==> config.mk <==
export PLATFORM = sky130hd
export DESIGN_NAME = int_responder
export DESIGN_NICKNAME = d
export VERILOG_FILES = /design/src/rtl/int_responder.sv
export SDC_FILE = /design/constraint.sdc
export NUM_CORES = 1
export LEC_CHECK = 0
export CAP_MARGIN = 20
export CORE_MARGIN = 10
export CORE_UTILIZATION = 52
export CTS_BUF_LIST = sky130_fd_sc_hd__clkbuf_4 sky130_fd_sc_hd__clkbuf_8 sky130_fd_sc_hd__clkbuf_16
export DETAILED_ROUTE_END_ITERATION = 10
export GPL_TIMING_DRIVEN = 0
export PLACE_DENSITY_LB_ADDON = 0.2
export SKIP_LAST_GASP = 1
export SLEW_MARGIN = 20
export SYNTH_ARGS = -nofsm -noshare
export SYNTH_HDL_FRONTEND = slang
export SYNTH_SLANG_ARGS = --single-unit
==> constraint.sdc <==
create_clock -name clk -period 2.4 [get_ports clk]
set_clock_uncertainty 0.05 [all_clocks]
set_input_delay 0.48 -clock clk [delete_from_list [all_inputs] [get_ports clk]]
set_output_delay 0.48 -clock clk [all_outputs]
set_load 0.05 [all_outputs]
==> src/rtl/int_responder.sv <==
// CPU-side interrupt responder: takes irq at instruction boundaries, acks, vectors and returns on reti.
// Optional build macro INT_RESP_COUNT_EN adds a 32-bit taken-interrupt counter readable at csr_sel=3.
module int_responder #(
    parameter int PC_W = 32
) (
    input  logic            clk,
    input  logic            rst,
    input  logic            irq,
    input  logic [PC_W-1:0] isr_addr,
    input  logic [1:0]      priority_select,
    input  logic            instr_boundary,
    input  logic [PC_W-1:0] next_pc,
    input  logic            ie_set,
    input  logic            ie_clr,
    input  logic            reti,
    input  logic [1:0]      csr_sel,
    output logic            iack,
    output logic            int_stall,
    output logic            redirect,
    output logic [PC_W-1:0] redirect_pc,
    output logic            in_isr,
    output logic            ie,
    output logic [31:0]     csr_rdata
);

    typedef enum logic [2:0] {
        IDLE = 3'd0,
        ACK  = 3'd1,
        JUMP = 3'd2,
        ISR  = 3'd3,
        RET  = 3'd4
    } state_t;

    state_t          state;
    logic [PC_W-1:0] epc;
    logic [PC_W-1:0] vec;
    logic [1:0]      cause;
    logic [31:0]     taken_count;
    logic [31:0]     epc_word;
    logic            take;

    // ie_clr retiring in the same cycle vetoes the take, so a disable is never overtaken.
    assign take = (state == IDLE) && irq && ie && instr_boundary && !ie_clr;

    always_ff @(posedge clk or negedge rst) begin
        if (!rst) begin
            state       <= IDLE;
            iack        <= 1'b0;
            int_stall   <= 1'b0;
            redirect    <= 1'b0;
            redirect_pc <= '0;
            in_isr      <= 1'b0;
            ie          <= 1'b0;
            epc         <= '0;
            vec         <= '0;
            cause       <= '0;
        end else begin
            case (state)
                IDLE: begin
                    if (take) begin
                        state     <= ACK;
                        iack      <= 1'b1;
                        int_stall <= 1'b1;
                        epc       <= next_pc;
                        vec       <= isr_addr;
                        cause     <= priority_select;
                        ie        <= 1'b0;
                    end else if (ie_clr) begin
                        ie <= 1'b0;
                    end else if (ie_set) begin
                        ie <= 1'b1;
                    end
                end
                ACK: begin
                    state       <= JUMP;
                    iack        <= 1'b0;
                    redirect    <= 1'b1;
                    redirect_pc <= vec;
                end
                JUMP: begin
                    state       <= ISR;
                    redirect    <= 1'b0;
                    redirect_pc <= '0;
                    int_stall   <= 1'b0;
                    in_isr      <= 1'b1;
                end
                ISR: begin
                    // No nesting: irq and ie_set are deliberately not looked at here.
                    if (reti) begin
                        state       <= RET;
                        in_isr      <= 1'b0;
                        redirect    <= 1'b1;
                        redirect_pc <= epc;
                        int_stall   <= 1'b1;
                    end
                end
                RET: begin
                    state       <= IDLE;
                    redirect    <= 1'b0;
                    redirect_pc <= '0;
                    int_stall   <= 1'b0;
                    ie          <= 1'b1;
                end
                default: begin
                    state       <= IDLE;
                    iack        <= 1'b0;
                    redirect    <= 1'b0;
                    redirect_pc <= '0;
                    int_stall   <= 1'b0;
                    in_isr      <= 1'b0;
                end
            endcase
        end
    end

`ifdef INT_RESP_COUNT_EN
    always_ff @(posedge clk or negedge rst) begin
        if (!rst) begin
            taken_count <= '0;
        end else if (take) begin
            taken_count <= taken_count + 32'd1;
        end
    end
`else
    assign taken_count = '0;
`endif

    generate
        if (PC_W >= 32) begin : g_epc_trunc
            assign epc_word = epc[31:0];
        end else begin : g_epc_ext
            assign epc_word = {{(32-PC_W){1'b0}}, epc};
        end
    endgenerate

    always_comb begin
        csr_rdata = '0;
        case (csr_sel)
            2'd0:    csr_rdata = {29'b0, state == ISR, in_isr, ie};
            2'd1:    csr_rdata = epc_word;
            2'd2:    csr_rdata = {30'b0, cause};
            default: csr_rdata = taken_count;
        endcase
    end

endmodule

Yosys cells after proc, flatten, opt, wreduce, memory -nomap -nowiden
Cells that the tools add are included.
{ "word_totals": {"wordCells": 57, "input_bits": 75, "regBits": 106} }
{ "op_classes": {"n_eq_ne": 9, "n_bitwise": 4, "n_reduce_logical": 17, "n_mux": 17} }
{ "op_table": {"columns": ["cell", "n"], "rows": [
  ["one-hot mux 32 bit (3 select lines)", 2],
  ["two-way mux 32 bit", 1],
  ["one-hot mux 3 bit (4 select lines)", 1],
  ["AND reduction 2 bit", 6],
  ["one-hot mux 1 bit (3 select lines)", 3],
  ["== test 3 x 2 -> 1 bit (second input constant)", 2],
  ["two-way mux 1 bit", 6],
  ["two-way mux 3 bit", 2],
  ["OR reduction 3 bit", 2],
  ["logical AND 1 bit", 4],
  ["!= test 2 bit (second input constant)", 2],
  ["!= test 4 bit (second input constant)", 1],
  ["inverter 1 bit", 4],
  ["one-hot mux 1 bit (2 select lines)", 2],
  ["== test 3 x 1 -> 1 bit (second input constant)", 1],
  ["== test 3 bit (second input constant)", 1],
  ["logical NOT 3 bit", 1],
  ["AND reduction 3 bit", 1],
  ["== test 2 x 1 -> 1 bit (second input constant)", 1],
  ["== test 2 bit (second input constant)", 1],
  ["logical NOT 2 bit", 1],
  ["nonzero test 2 bit", 1],
  ["logical NOT 1 bit", 1]
]} }

Logic depth before layout (Yosys ltp)
{ "logic_depth": {"word_depth": 7, "mapped_depth": 6, "mapped_depth_nobuf": 3} }

Worst setup path after synthesis
OpenSTA, ideal clock, no wires.
{ "synth_timing": {"kind": "reg-to-output", "startpoint": "register ie", "endpoint": "output port csr_rdata[0]", "stages_incl_launch_ff": 3, "path_buffers": 0, "required_ps": 1870, "path_slack_ps": -10, "arrival_ps": 1880, "cell_sequence": "dfrtp_1 -> mux2i_1 -> o21ai_0"} }
{ "synth_via": {"elab_chain_cells": 1} }
{ "synth_rtl": {"columns": ["element", "line", "text"], "rows": [
  ["from (decl)", "22", "output logic ie,"],
  ["from (signal assigned)", "53", "ie <= 1'b0;"],
  ["from (signal assigned)", "67", "ie <= 1'b0;"],
  ["from (signal assigned)", "69", "ie <= 1'b0;"],
  ["one-hot mux 32 bit (3 select lines)", "138", "case (csr_sel)"],
  ["to (decl)", "23", "output logic [31:0] csr_rdata"]
]} }
Every way passes these cells.

Worst setup path in the final report
{ "layout_timing": {"startpoint": "input port csr_sel[1]", "endpoint": "output port csr_rdata[16]"} }
{ "layout_via": {"elab_chain_cells": 2} }
{ "layout_rtl": {"columns": ["element", "line", "text"], "rows": [
  ["from (decl)", "16", "input logic [1:0] csr_sel,"],
  ["== test 2 bit (tied with other cells)", "138", null],
  ["one-hot mux 32 bit (3 select lines) *", "138", null]
]} }
Mark *: on every way between the ends. The rest lies on a longest branch, timed or not.

==> run_summary.xml <==
<?xml version="1.0" encoding="UTF-8"?>
<metrics>
  <group name="outcome">
    <metric name="status" unit="">complete, no violations</metric>
  </group>
  <group name="floorplanning">
    <metric name="floorplan.die.height" unit="um">118</metric>
    <metric name="placeableCoreArea" unit="mm^2">0.00928</metric>
    <metric name="std_cell_rows" unit="">35</metric>
    <metric name="die_width" unit="um">118</metric>
    <metric name="pin_count" unit="">144</metric>
    <metric name="overall_die_area" unit="mm^2">0.0139</metric>
    <metric name="effective_utilization_at_floorplan" unit="">0.538</metric>
  </group>
  <group name="power_and_ir_drop">
    <metric name="power.net_switching" unit="uW">3600</metric>
    <metric name="total_power_consumption" unit="uW">8480</metric>
    <metric name="p_clk_frac" unit="">0.121</metric>
    <metric name="combinational_share_of_power" unit="">0.521</metric>
    <metric name="leakagePower" unit="uW">0.00313</metric>
    <metric name="power_switching_share" unit="">0.425</metric>
    <metric name="cellInternalPower" unit="uW">4880</metric>
    <metric name="max-vdd-ir-drop" unit="mV">0.584</metric>
    <metric name="power_density" unit="mW/mm^2">1250</metric>
    <metric name="pwr-share-seq" unit="">0.359</metric>
  </group>
  <group name="setup_path">
    <metric name="worst_r2r_path_depth" unit="">4</metric>
    <metric name="r2r_setup_slack" unit="ns">0.68</metric>
    <metric name="critical_path.startpoint_type" unit="">primary input</metric>
    <metric name="worst_endpoint_required_time" unit="ns">1.87</metric>
    <metric name="worst_r2r_startpoint" unit="">ie</metric>
    <metric name="regToRegEndpoint" unit="">vec[26]</metric>
    <metric name="critPathLaunch" unit="">csr_sel[1]</metric>
    <metric name="critPathKind" unit="">in2out</metric>
    <metric name="cp_max_fo" unit="">10</metric>
    <metric name="end_kind" unit="">output port</metric>
    <metric name="worst_ep_arrival_time" unit="ns">1.73</metric>
  </group>
  <group name="synthesis">
    <metric name="synthDominantCellAreaShare" unit="">0.531</metric>
    <metric name="netlist_top_cells_area" unit="">dfrtp_1, mux2_4, mux2_2, o221a_2, o21a_1</metric>
    <metric name="synthDistinctLibCells" unit="">30</metric>
    <metric name="asr_flop_ratio_synth" unit="">1.00</metric>
    <metric name="netlist_top_cells_count" unit="">dfrtp_1, a21oi_1, mux2_2</metric>
    <metric name="synthesis.nets" unit="">478</metric>
    <metric name="dominantRegCellSynth" unit="">dfrtp_1</metric>
    <metric name="synth_area" unit="mm^2">0.00499</metric>
    <metric name="ys_seq_area_frac" unit="">0.531</metric>
    <metric name="netlist.top_cell.by_area" unit="">dfrtp_1</metric>
    <metric name="syn_area_per_cell" unit="um^2">12.4</metric>
    <metric name="synthMostInstantiatedCell" unit="">dfrtp_1</metric>
    <metric name="edff_count_synth" unit="">0</metric>
    <metric name="syn_inst" unit="">403</metric>
    <metric name="synth.yosys.warnings" unit="">0</metric>
    <metric name="synth_seq_cells" unit="">106</metric>
  </group>
  <group name="sta">
    <metric name="slew_headroom" unit="">0.619</metric>
    <metric name="maxSlewViolCount" unit="">0</metric>
    <metric name="worst_pin_slew" unit="ns">0.571</metric>
    <metric name="hold_violations" unit="">0</metric>
    <metric name="fin_tns_setup" unit="ns">0</metric>
    <metric name="timing.final.crit_share" unit="">0.941</metric>
    <metric name="final-setup-viol-count" unit="">0</metric>
    <metric name="unrepaired_setup_endpoints_after_global_routing" unit="">no</metric>
    <metric name="setup_ws" unit="ns">0.142</metric>
    <metric name="fmaxAchievable" unit="MHz">443</metric>
    <metric name="period_minus_slack" unit="ns">2.26</metric>
  </group>
  <group name="detailed_routing">
    <metric name="drt.antenna.violating_nets" unit="">0</metric>
    <metric name="drt_iter0_drc" unit="">214</metric>
    <metric name="route.vias.total" unit="">3790</metric>
    <metric name="drt-wirelength-per-cell" unit="um">20.8</metric>
    <metric name="drtPass1Iterations" unit="">4</metric>
    <metric name="wirelength" unit="mm">14.4</metric>
    <metric name="drt_drc_violations_left" unit="">0</metric>
    <metric name="routed_via_density" unit="">5.48</metric>
  </group>
  <group name="min_path">
    <metric name="hold_path_depth" unit="">1</metric>
    <metric name="type_of_the_most_critical_hold_path" unit="">reg2reg</metric>
    <metric name="hold_path_startpoint" unit="">vec[4]</metric>
    <metric name="min_to" unit="">vec[4]</metric>
  </group>
  <group name="cells_and_area">
    <metric name="antennaDiodeCount" unit="">0</metric>
    <metric name="num-nets-final" unit="">633</metric>
    <metric name="fillerInstances" unit="">684</metric>
    <metric name="flow.area_growth_from_synthesis" unit="%">36.1</metric>
    <metric name="fraction_of_layout_instances_using_a_drive_strength_above_1" unit="">0.304</metric>
  </group>
  <group name="global_routing">
    <metric name="grt_antenna_before_repair" unit="">1</metric>
    <metric name="grt_first_pass_wirelength" unit="mm">23.4</metric>
    <metric name="grt_use_met3" unit="">0.0657</metric>
    <metric name="grt.total_usage" unit="">0.208</metric>
    <metric name="groute.layer.met1.usage" unit="">0.249</metric>
    <metric name="grt_overflow_total" unit="">0</metric>
    <metric name="grt_pass1_vias" unit="">4242</metric>
    <metric name="grt.busiest_layer" unit="">met2</metric>
    <metric name="grt_util_met2" unit="">0.347</metric>
    <metric name="largest_net_degree_at_the_start_of_global_routing" unit="">67</metric>
  </group>
  <group name="run">
    <metric name="drv_cap" unit="">0</metric>
  </group>
  <group name="placed_design">
    <metric name="detailedPlace.worstSlack" unit="ns">-1.58</metric>
    <metric name="port_buffers" unit="">142</metric>
    <metric name="post-dp-hpwl" unit="mm">10.7</metric>
    <metric name="routabilityCongestion" unit="">0.824</metric>
  </group>
  <group name="clock_tree">
    <metric name="clk_transition_reported_paths" unit="ns">0.10</metric>
    <metric name="cts-buffers-inserted" unit="">9</metric>
    <metric name="cts_tree" unit="">built</metric>
    <metric name="clkLatencyLatePin" unit="ns">0.36</metric>
    <metric name="ctsRootBufferMaster" unit="">clkbuf_8</metric>
    <metric name="clock_path_buffers" unit="">2</metric>
    <metric name="cts-htree-levels" unit="">3</metric>
    <metric name="tritoncts_num_sinks" unit="">106</metric>
  </group>
</metrics>
[cell usage in the layout, fill, tap and decap left out, drive strengths merged, types with 4 or more instances in the layout]
| cell type | synthesis | routed |
|---|---|---|
| o21a | 32 | 32 |
| dfrtp | 106 | 106 |
| clkdlybuf4s15 | 0 | 16 |
| clkbuf | 18 | 30 |
| clkdlybuf4s50 | 0 | 107 |
| nand2 | 6 | 6 |
| and2 | 30 | 30 |
| o221a | 32 | 32 |
| mux2 | 66 | 66 |
| inv | 34 | 35 |
| o21ai | 4 | 4 |
| buf | 14 | 30 |
| a21oi | 37 | 37 |
[per-stage QoR]
step | instances | area [um^2] | hold slack [ns] | util
floorplan | 403 | 4990 | 0.134 | -
CTS | 692 | 6810 | 0.469 | 0.734
global placement | 674 | 6570 | 0.439 | 0.708
global route | 692 | 6790 | 0.477 | 0.732
finish | 692 | 6790 | 0.470 | 0.732
detailed placement | 675 | 6600 | 0.370 | 0.711
[power groups by stage]
stage / Sequential (uW) / Clock, uW / Combinational, uW
final: 3040 / 1020 / 4420
after global routing: 3130 / 1120 / 4710
after CTS: 3030 / 1030 / 4440
after detailed placement: 3060 / 0 / 4460
after global placement: 3020 / 0 / 4320
after floorplan: 3760 / 0 / 2290
[final cells by class]
cell class              count  area (um^2)  share of cell area
flip-flops and latches    106         2650               0.390
multi-input cells         229         2040               0.300
repair buffers            144         1430               0.211
plain buffers              32          195              0.0287
well taps                 129          161              0.0238
clock buffers              11          139              0.0204
inverters                  36          135              0.0199
clock inverters             5         40.0             0.00589
[layer usage]
layer	part of all wire	vias up
met1	0.42	1899
met3	0.075	21
met2	0.49	146
met4	0.017	0
li1	-	1724
met5	0	-
[registers in the layout (all words and copies together), names as in the netlist]
register	count
epc	32
redirect_pc	32
vec	32
state	3
cause	2
iack	1
ie	1
in_isr	1
int_stall	1
redirect	1
[kinds of logic after synthesis]
logic type             count (synthesis)  share of synthesized area
flip-flops                           106                      0.531
AND/OR/NAND/NOR                       50                     0.0607
buffers and inverters                 68                     0.0614
multiplexers                          68                      0.175
AO/OA/AOI/OAI                        111                      0.172
[critical path, cell delays in order]
cell and delay [ns]:
dlygate4sd2_1 0.29, nor2b_2 0.17, clkbuf_4 0.26, and2_1 0.16
clkdlybuf4s15_2 0.37
[worst max-delay path by stage]
stage / end / slack (ns) / cells past startpoint
2_1_floorplan: csr_rdata[1] / 0.002 / 2
3_3_place_gp: vec[8] / -3.08 / 1
3_5_place_dp: csr_rdata[24] / -1.58 / 6
4_1_cts: csr_rdata[2] / 0.03 / 5
5_1_grt: csr_rdata[2] / 0.05 / 5
6_report: csr_rdata[16] / 0.14 / 5
[timing repair]
| item | 4_1_cts | 5_1_grt |
|---|---|---|
| gates cloned | 0 | 0 |
| hold buffers | 1 | 0 |
| endpoints found under the setup margin | 32 | 15 |
| setup buffers | 0 | 0 |
| resized for setup | 144 | 8 |
| endpoints found under the hold margin | 40 | 0 |
No activity file was read; power rests on OpenSTA's default activity.
